[src/rtl/rf_wb_arbiter.sv]
// rf_wb_arbiter
//   Shares the single register-file write port between two write-back
//   requesters (ALU results and memory-load results). Each requester owns a
//   2-entry FIFO with a valid/ready handshake. At most one queued write is
//   issued per cycle. Requesters alternate round-robin, but when both heads
//   target the same register the older entry (by age tag) goes first. A
//   combinational hazard flag tells decode whether either source register
//   still has a write outstanding.
//
// Ports
//   clk, reset              rising-edge clock, asynchronous active-low reset
//   alu_valid/ready/addr/data   ALU write-back request channel
//   ld_valid/ready/addr/data    load write-back request channel
//   rd_addr1, rd_addr2      decode source registers for hazard check
//   hazard                  a source matches a queued or in-flight write
//   rf_write_en/wr_addr/val_in  registered register-file write port
//   pending_cnt             total queued entries (0..4), registered
module rf_wb_arbiter #(
    parameter int DATA_W  = 8,
    parameter int ADDR_W  = 4,
    parameter int Q_DEPTH = 2
) (
    input  logic              clk,
    input  logic              reset,
    input  logic              alu_valid,
    output logic              alu_ready,
    input  logic [ADDR_W-1:0] alu_addr,
    input  logic [DATA_W-1:0] alu_data,
    input  logic              ld_valid,
    output logic              ld_ready,
    input  logic [ADDR_W-1:0] ld_addr,
    input  logic [DATA_W-1:0] ld_data,
    input  logic [ADDR_W-1:0] rd_addr1,
    input  logic [ADDR_W-1:0] rd_addr2,
    output logic              hazard,
    output logic              rf_write_en,
    output logic [ADDR_W-1:0] rf_wr_addr,
    output logic [DATA_W-1:0] rf_val_in,
    output logic [2:0]        pending_cnt
);
    localparam int   TAG_W   = 3;
    localparam int   NREQ    = 2;
    localparam logic SEL_ALU = 1'b0;
    localparam logic SEL_LD  = 1'b1;

    typedef struct packed {
        logic [ADDR_W-1:0] addr;
        logic [DATA_W-1:0] data;
        logic [TAG_W-1:0]  tag;
    } wb_entry_t;

    // Index 0 = ALU queue, index 1 = load queue.
    wb_entry_t            q_mem  [NREQ][Q_DEPTH];
    wb_entry_t            in_ent [NREQ];
    wb_entry_t            head   [NREQ];
    logic [NREQ-1:0]      rd_ptr;
    logic [NREQ-1:0]      wr_ptr;
    logic [NREQ-1:0][1:0] occ;
    logic [NREQ-1:0][1:0] occ_next;
    logic [NREQ-1:0][1:0] ent_vld;
    logic [NREQ-1:0]      ready_q;
    logic [NREQ-1:0]      valid_in;
    logic [NREQ-1:0]      push;
    logic [NREQ-1:0]      pop;
    logic [NREQ-1:0]      nonempty;
    logic [TAG_W-1:0]     tag_cnt;
    logic [TAG_W-1:0]     tag_diff;
    logic                 alu_older;
    logic                 grant_valid;
    logic                 grant_sel;
    logic                 last_grant;

    assign alu_ready = ready_q[0];
    assign ld_ready  = ready_q[1];
    assign valid_in  = {ld_valid, alu_valid};

    // Ready is a flop of "not full", so a full queue refuses a push even
    // when it pops on the same edge.
    assign push = valid_in & ready_q;

    // On a dual accept the ALU entry takes the current tag and the load
    // entry the next one, making the ALU write the older of the pair.
    always_comb begin
        in_ent[0].addr = alu_addr;
        in_ent[0].data = alu_data;
        in_ent[0].tag  = tag_cnt;
        in_ent[1].addr = ld_addr;
        in_ent[1].data = ld_data;
        in_ent[1].tag  = tag_cnt + TAG_W'(push[0]);
    end

    // Queue heads and per-slot valid masks.
    always_comb begin
        for (int r = 0; r < NREQ; r++) begin
            head[r]     = q_mem[r][rd_ptr[r]];
            nonempty[r] = (occ[r] != 2'd0);
            case (occ[r])
                2'd1:    ent_vld[r] = rd_ptr[r] ? 2'b10 : 2'b01;
                2'd2:    ent_vld[r] = 2'b11;
                default: ent_vld[r] = 2'b00;
            endcase
        end
    end

    // Issue selection. Tags are compared modulo 8: A is older than B when
    // (tagB - tagA) mod 8 lies in 1..4. With at most four entries alive the
    // live tags never span more than that window.
    always_comb begin
        tag_diff    = head[1].tag - head[0].tag;
        alu_older   = (tag_diff != '0) && (tag_diff <= TAG_W'(4));
        grant_valid = |nonempty;
        grant_sel   = SEL_ALU;
        if (nonempty[0] && nonempty[1]) begin
            if (head[0].addr == head[1].addr)
                grant_sel = alu_older ? SEL_ALU : SEL_LD;
            else
                grant_sel = ~last_grant;
        end else if (nonempty[1]) begin
            grant_sel = SEL_LD;
        end
        pop[0] = grant_valid && (grant_sel == SEL_ALU);
        pop[1] = grant_valid && (grant_sel == SEL_LD);
    end

    always_comb begin
        for (int r = 0; r < NREQ; r++) begin
            occ_next[r] = occ[r];
            if (push[r] && !pop[r])
                occ_next[r] = occ[r] + 2'd1;
            else if (!push[r] && pop[r])
                occ_next[r] = occ[r] - 2'd1;
        end
    end

    // Hazard: any live queue slot or the write currently on the RF port.
    always_comb begin
        hazard = rf_write_en &&
                 ((rf_wr_addr == rd_addr1) || (rf_wr_addr == rd_addr2));
        for (int r = 0; r < NREQ; r++) begin
            for (int i = 0; i < Q_DEPTH; i++) begin
                if (ent_vld[r][i] &&
                    ((q_mem[r][i].addr == rd_addr1) ||
                     (q_mem[r][i].addr == rd_addr2)))
                    hazard = 1'b1;
            end
        end
    end

    // Payload storage needs no reset: occupancy alone decides what is live.
    always_ff @(posedge clk) begin
        for (int r = 0; r < NREQ; r++) begin
            if (push[r])
                q_mem[r][wr_ptr[r]] <= in_ent[r];
        end
    end

    always_ff @(posedge clk or negedge reset) begin
        if (!reset) begin
            rd_ptr      <= '0;
            wr_ptr      <= '0;
            occ         <= '0;
            ready_q     <= '1;
            tag_cnt     <= '0;
            last_grant  <= SEL_LD;   // ALU wins the first tie
            rf_write_en <= 1'b0;
            rf_wr_addr  <= '0;
            rf_val_in   <= '0;
            pending_cnt <= '0;
        end else begin
            for (int r = 0; r < NREQ; r++) begin
                if (push[r])
                    wr_ptr[r] <= ~wr_ptr[r];
                if (pop[r])
                    rd_ptr[r] <= ~rd_ptr[r];
                occ[r]     <= occ_next[r];
                ready_q[r] <= (occ_next[r] != 2'd2);
            end
            tag_cnt     <= tag_cnt + TAG_W'(push[0]) + TAG_W'(push[1]);
            pending_cnt <= 3'(occ_next[0]) + 3'(occ_next[1]);
            rf_write_en <= grant_valid;
            if (grant_valid) begin
                rf_wr_addr <= head[grant_sel].addr;
                rf_val_in  <= head[grant_sel].data;
                last_grant <= grant_sel;
            end
        end
    end

endmodule
[config.mk]
export PLATFORM = sky130hd
export DESIGN_NAME = rf_wb_arbiter
export DESIGN_NICKNAME = d
export VERILOG_FILES = /design/src/rtl/rf_wb_arbiter.sv
export SDC_FILE = /design/constraint.sdc
export NUM_CORES = 1
export LEC_CHECK = 0
export CAP_MARGIN = 20
export CORE_ASPECT_RATIO = 1.2
export CORE_MARGIN = 2
export CORE_UTILIZATION = 60
export DETAILED_ROUTE_END_ITERATION = 16
export PLACE_DENSITY = 0.95
export SYNTH_ARGS = -nofsm -noshare
export SYNTH_HDL_FRONTEND = slang
export SYNTH_SLANG_ARGS = --single-unit
[constraint.sdc]
create_clock -name clk -period 8.3 [get_ports clk]
set_input_delay 1.66 -clock clk [delete_from_list [all_inputs] [get_ports clk]]
set_output_delay 1.66 -clock clk [all_outputs]
set_load 0.02 [all_outputs]
Word level (Yosys, flattened, before mapping):

Memory sizes are Yosys's and may differ from the RTL's.
Cells that the tools add are included.
Widths: inputs -> output; s select.

* add/sub/neg operators: 8
* magnitude comparators: 8
* bitwise gates (word level): 12
* muxes and demuxes: 33
* reductions and logical operators: 28
* equal/unequal tests: 17

Operators with widths (count)
* $mux 15: 11
* $mux 30: 2
* $eq 4x4->1: 11
* $demux 15 s1: 2
* $logic_and 1x1->1: 15
* $mux 2: 6
* $ge 2x2->1 const B: 5
* $mux 1: 10
* $not 1->2: 5
* $pmux 2 s2: 2
* $add 3x1->3: 2
* $not 1->1: 6
* $logic_or 1x1->1: 5
* $add 2x1->2 const B: 2
* $eq 2x1->1 const B: 2
* $eq 2x2->1 const B: 2
* $logic_not 1->1: 4
* $lt 2x1->1 const B: 2
* $ne 2x2->1 const B: 2
* $reduce_bool 2->1: 2
* $sub 2x1->2 const B: 2
* $add 2x2->3: 1
* $le 3x3->1 const B: 1
* $reduce_bool 3->1: 1
* 3 further kinds: 3

* bits in registers: 30
* output and inout bits: 19
* bits in writable memories: 60
* memories: 1

Memories
* q_mem: words 2, width 30, rd ports 2, clocked after memory_dff 0, write ports 2, RTL line 53 `wb_entry_t q_mem [NREQ][Q_DEPTH];`

Logic depth before layout (Yosys ltp):

Gate-level depths: netlist of the first run.

* word-level depth: 16
* depth in mapped cells: 16
* depth with buffers taken out: 13

Least setup slack after synthesis of the first run:

No wires, ideal clock.

* path type: input -> output
* from: in rd_addr2[2]
* to: out hazard
* path slack: 3.738 ns
* buffers on the path: 1
* stages: 7
* arrival: 2.902 ns
* cells stage by stage: clkbuf_1 > xor2_1 > o41ai_1 > mux2i_1 > o21ai_0 > a222oi_1 > inv_1

* cells in the longest elaborated chain, start to end: 7

Ends and longest elaborated chain
* from (decl): RTL line 34 `input logic [ADDR_W-1:0] rd_addr2,`
* $eq 4x4->1, on equally long branches: RTL line 138, 143
* $logic_or 1x1->1, on equally long branches: RTL line 138, 142
* $logic_and 1x1->1, on equally long branches: RTL line 137, 141
* $mux 1 (3 in a row): RTL line 141 `if (ent_vld[r][i] &&`
* $mux 1 (*): RTL line 141
* to (decl): RTL line 35 `output logic hazard,`

Every way passes the cells marked *; elsewhere a longest branch is shown, timed or not.

Worst setup path in the final report of the first run:

Ends and elaborated chain as after synthesis.

==> run metrics, run 1 <==
outcome completed; number of library cell types mapped by synthesis 49; multiplexer share of the synthesized area under 10%; Setup crit start rd_addr2[2]; Worst EP required 6.64 ns; first-pass GRT wire length 14.66 mm; vias 2787; #FFs+latches synth 90; CP max stage delay 0.59 ns; IO Count 55; Pwr per Cell Area around 400 nW/um2; drt pass-1 iters 5; clk root buf clkbuf_8; TritonCTS sink count 90; maxcap violations 0; Area Growth Syn to Fin 18.29%; ANT nets after route 0; Worst Max-Slew Pin Slew 1.077 ns; # rows 34; Worst Skew roughly 0.013 ns; total gr overflow 0; Slowest-stage cell, CP clkdlybuf4s50_1; H-tree depth 3; xor-xnor portion of the synthesized cell area 10.83%; Reg-to-Reg End pending_cnt[2]; worst-path cell chain clkdlybuf4s50_1, xor2_1, o41ai_1, mux2i_1, o21ai_0, a222oi_1, inv_1, clkdlybuf4s50_1; syn avg cell area 13.77 um2; cell area after synthesis 4365 um2; commonest cells after routing, fill and taps aside edfxtp_1, clkdlybuf4s50_1, xor2_1; Max Root-Sink Buffers 2; Max Clock Freq 176.8 MHz; Post-route DRC 0; Crit Path Class primary input to output pin; register area share after synthesis 58.56%; CP endpoint kind output pin; clock tree from TritonCTS built; Gate Count Post-Synth 317; Post-synth top flop edfxtp_1; Post-DP HPWL 6.561 mm; die height 97.44 um; cts hold-fix bufs 0; worst min-delay path class flop to flop; Arr. time, crit path 4.00 ns; max-slew violation count 0; initial antenna violation count 0; area post-placement ~5000 um2; GRT Total Usage 25.53%; most used cell, CP clkdlybuf4s50_1; Post-synth EDFFs 60; setup bufs post-CTS 0; Hold Crit Start rf_val_in[4]; syn_nets 367; Starting Density 61.08%; setup TNS 0 ns; post-synthesis adder-cell area fraction about 4.0%; maximum VDD drop 210.5 uV; Ys Warns 0; CP bufs+invs 3; FFs w/ async S/R, synth 33.33%; largest family of logic cells by synthesized area compound AO/OA/AOI/OAI gates; Tcrit/Tclk final 68.15%; Post-Synth Simple-Gate Area 5.847%; relative max-transition margin 28.20%; largest net degree at the start of global routing 31; Critical Path Sink hazard; Levels on crit path 8; nets 420; initial drt markers 236; Avg WL per Cell 20.18 um; Worst setup SP type primary input; r2r setup slk 3.88 ns; final setup vio count 0; vias per cell 5.994; Port Buffer Count 54; die area 7977 um2; Compound-Gate Fraction of Synth Area 10.92%; CTS resizes 0; crit-path max FO 5; core area 7147 um2; worst r2r path cells 12; clk_lat worst skew 0.37 ns; CTS Buf Count 9; vias in the first global route 2950; drt total wl 9.383 mm; Placer Congestion 0.8519; Clock transition at path regs 0.10 ns; RSZ-0062 raised after global routing no; fin crit period 5.656 ns; Leakage 2.000 nW; # diodes 0; fillers 453; Largest delay share family, worst path buffers and inverters; ratio of cells with drive above 1 in the final layout 10.40%; Die X approximately 82 um; final instance area 5164 um2; start of the worst register-to-register path rd_ptr[1]; most common cell after layout, fill and taps aside edfxtp_1; Hold Vio Cnt, Final 0
-- routing by layer --
metal | routed length (um) | up-vias | track usage [%]
met5 | 0 | - | 0
met4 | 277 | 0 | 11.79
met3 | 374 | 23 | 5.204
met2 | 5104 | 90 | 44.40
met1 | 3627 | 1407 | 29.41
li1 | - | 1267 | -
-- synthesized netlist by cell type, types with 3 or more instances --
| cell | count | area, um2 |
|---|---|---|
| inv_1 | 11 | 41.29 |
| xor2_1 | 28 | 245.2 |
| nor2_1 | 14 | 52.55 |
| edfxtp_1 | 60 | 1802 |
| clkbuf_1 | 12 | 45.04 |
| a21o_1 | 10 | 75.07 |
| nor2b_1 | 9 | 56.30 |
| dfstp_2 | 3 | 78.83 |
| dfrtp_1 | 27 | 675.7 |
| mux2_2 | 6 | 67.56 |
| a41oi_1 | 3 | 26.28 |
| nand4_1 | 3 | 18.77 |
| a211oi_1 | 16 | 120.1 |
| a221oi_1 | 4 | 35.03 |
| mux2i_1 | 21 | 210.2 |
| ha_1 | 14 | 175.2 |
| o41ai_1 | 3 | 26.28 |
| xnor2_1 | 26 | 227.7 |
| o21ai_0 | 4 | 20.02 |
| nand2_1 | 6 | 22.52 |
| a21oi_1 | 4 | 20.02 |
-- registers in the layout, indices dropped and copies added (netlist names) --
signal,cells
rd_ptr,2
pending_cnt,3
q_mem,60
last_grant,1
ready_q,2
wr_ptr,2
rf_wr_addr,4
occ,4
tag_cnt,3
rf_val_in,8
rf_write_en,1
-- worst min path at each step --
stage | to | cells after the start | slack (ns)
finish | rf_val_in[4] | 1 | 0.49
global route | q_mem[0][0] | 0 | 0.50
CTS | rf_val_in[4] | 1 | 0.49
detailed placement | rf_val_in[4] | 1 | 0.47
global placement | q_mem[0][16] | 0 | 0.45
floorplan | last_grant | 2 | 0.45
-- power breakdown --
group	internal (mW)	switching, mW
clock network	0.118	0.169
registers	0.662	0.119
logic	0.462	0.559
-- cell families after synthesis --
kind of cell,count (synthesis)
xor gates and xnor gates,54
AOI/OAI and AO/OA,57
DFF,90
and+or+nand+nor,45
adders and majority gates,14
buffers and inverters,28
muxes,29
-- final cells by class --
| cell class | count | area [um2] | area share, % |
|---|---|---|---|
| sequential | 90 | 2556 | 49.50 |
| multi-input combinational | 199 | 1687 | 32.66 |
| timing repair buffer | 58 | 570.5 | 11.05 |
| clock buffer | 9 | 123.9 | 2.399 |
| tap | 90 | 112.6 | 2.181 |
| clock inverter | 7 | 68.82 | 1.333 |
| inverter | 12 | 45.04 | 0.8723 |
-- stage by stage --
stage | util, % | cells | hold slack, ns | setup WS (ns) | total power [mW]
after floorplan | - | 317 | 0.4465 | 3.738 | 1.494
after global placement | 69.45 | 448 | 0.4509 | 2.723 | 1.728
after detailed placement | 69.45 | 448 | 0.4660 | 2.615 | 1.798
after CTS | 72.15 | 464 | 0.4887 | 2.602 | 2.091
after global routing | 72.25 | 465 | 0.5046 | 2.494 | 2.221
final | 72.25 | 465 | 0.4872 | 2.644 | 2.089
Power figures use the tool's default switching activity.
==> inputs of run 2 (changes only) <==
- CORE_UTILIZATION: 60 -> 50
- PLACE_DENSITY: 0.95 -> 0.86
- clock period: 8.3 -> 4.7 ns (I/O delays scaled with it)
==> run metrics, run 2 (synthesis results as in run 1) <==
Placer Congestion 0.8612 (+1.1%); hold depth 2 (+1); IO Count 55 (unchanged); fin crit period approximately 4.3 ns; Leakage 2.013 nW (+0.68%); Inst Count DP 478 (+6.7%); initial drt markers 152 (-36%); fin util 61.40% (-11 points); maxcap violations 0 (unchanged); ratio of cells with drive above 1 in the final layout 10.88% (+0.48 points); vias per cell 5.516 (-8.0%); Clock transition at path regs 0.10 ns (about the same); Setup crit start rd_addr2[0]; first-pass GRT wire length 14.47 mm (-1.3%); die height 106.4 um (+9.1%); Hold EP last_grant; met2 GRT Util 34.29% (-10 points); vias in the first global route 2826 (-4.2%); final setup vio count 0 (unchanged); Worst EP required 3.76 ns (-2.88 ns); CTS resizes 0 (unchanged); Reg-to-Reg End pending_cnt[2]; # diodes 0 (unchanged); Largest register FFs 60 (unchanged); Max Clock Freq between 200 and 250 MHz; most used cell, CP clkdlybuf4s50_1; worst-path cell chain clkdlybuf4s50_1, xor2_1, o41ai_1, mux2i_1, o21ai_0, a222oi_1, inv_1, clkdlybuf4s50_1; maximum VDD drop 328.7 uV (+56%); clock tree from TritonCTS built; CP endpoint kind output pin; Worst Max-Slew Pin Slew 1.027 ns (-0.04985 ns); Post-route DRC 0 (unchanged); CP max stage delay 0.60 ns (about the same); start of the worst register-to-register path rd_ptr[1]; die area 9497 um2 (+19%); Starting Density 51.25% (-9.8 points); Area Growth Syn to Fin 19.81%; relative max-transition margin 31.45% (+3.2 points); worst min-delay path class flop to flop; clk root buf clkbuf_8; commonest cells after routing, fill and taps aside edfxtp_1, clkdlybuf4s50_1, xor2_1; setup TNS 0 ns (unchanged); Top Usage Layer GRT met2; max-slew violation count 0 (unchanged); Crit Path Class primary input to output pin; Hold Vio Cnt, Final 0 (unchanged); core area 8518 um2 (+19%); most common cell after layout, fill and taps aside edfxtp_1; met1 usage in global routing 26.03% (-3.4 points); drt pass-1 iters 5 (unchanged); nets 422 (+0.48%); CTS Buf Count 9 (unchanged); outcome completed; Worst setup SP type primary input; drt total wl 9.015 mm (-3.9%); ANT nets after route 0 (unchanged); Avg WL per Cell 18.25 um (-9.6%); Final Non-Filler Cells 494 (+6.2%); Slowest-stage cell, CP clkdlybuf4s50_1; Max Root-Sink Buffers 2 (unchanged); Pwr per Cell Area 709.2 nW/um2 (+75%); GRT Total Usage 20.57% (-5.0 points); largest net degree at the start of global routing 31 (unchanged); setup bufs post-CTS 0 (unchanged); r2r setup slk 1.10 ns (-2.78 ns); met3 Usage GRT 3.960% (-1.2 points); fillers 671 (+48%); TritonCTS sink count 90 (unchanged); Tcrit/Tclk final 90.84%; Post-DP HPWL 6.224 mm (-5.1%); Arr. time, crit path 3.33 ns (-0.67 ns); total power 3.709 mW (+78%); crit-path max FO 5 (unchanged); Hold Crit Start last_grant; RSZ-0062 raised after global routing no; cts hold-fix bufs 0 (unchanged); Die X 89.30 um (+9.1%); Worst Skew 0.01398 ns (+0.0008921 ns); # rows 37 (+8.8%); worst r2r path cells 11 (-1); total gr overflow 0 (unchanged); initial antenna violation count 0 (unchanged); clk_lat worst skew 0.37 ns (about the same); H-tree depth 3 (unchanged); Port Buffer Count 54 (unchanged); vias 2725 (-2.2%)
## run 2: cell count changes in the layout (fill, tap and decap cells not counted), sizes merged
cell / previous run / this run
buf: 4 / 6
clkinv: 3 / 6
inv: 16 / 13
## run 2: worst max path at each step
stage	to	slack [ns]
6_report	hazard	0.43
5_1_grt	hazard	0.26
4_1_cts	hazard	0.42
3_5_place_dp	hazard	0.44
3_3_place_gp	hazard	0.60
2_1_floorplan	pending_cnt[2]	1.0
## run 2: report_power, final
group,internal (mW),leakage (nW),switching (mW)
Sequential,1.17,0.901,0.189
Clock,0.213,0.104,0.318
Combinational,0.831,1.01,0.988
## run 2: cell type report
class,instances,area [um2],area share (%)
multi-input cells,199,1687,32.25
inverters,12,45.04,0.8612
clock inverters,7,86.33,1.651
repair buffers,60,585.6,11.20
clock buffers,9,123.9,2.368
well taps,117,146.4,2.799
flip-flops and latches,90,2556,48.88
## run 2: per-stage QoR
stage / instance area, um2 / worst slack, ns / hold WS (ns)
CTS: 5230 / 0.4157 / 0.4787
global placement: 5020 / 0.5952 / 0.4551
detailed placement: 5020 / 0.4374 / 0.4649
global route: 5230 / 0.2578 / 0.4981
floorplan: 4365 / 0.9978 / 0.4465
finish: 5230 / 0.4307 / 0.4784
## run 2: layer usage
layer,part of all wire (%),up-vias
li1,-,1278
met1,42,1366
met2,52,60
met3,3.5,21
met4,3.0,0
met5,0,-
## run 2: critical path: cells and delay by family
family / cells / cell delay [ns]
muxes: 1 / 0.13
AOI/OAI and AO/OA: 3 / 0.81
xor gates and xnor gates: 1 / 0.22
buffers and inverters: 3 / 1.24
==> inputs of run 3 (changes only) <==
- SKIP_LAST_GASP: not set -> 1
==> results of run 3 <==
The final DEF is identical to that of run 2; final timing and power are the same.
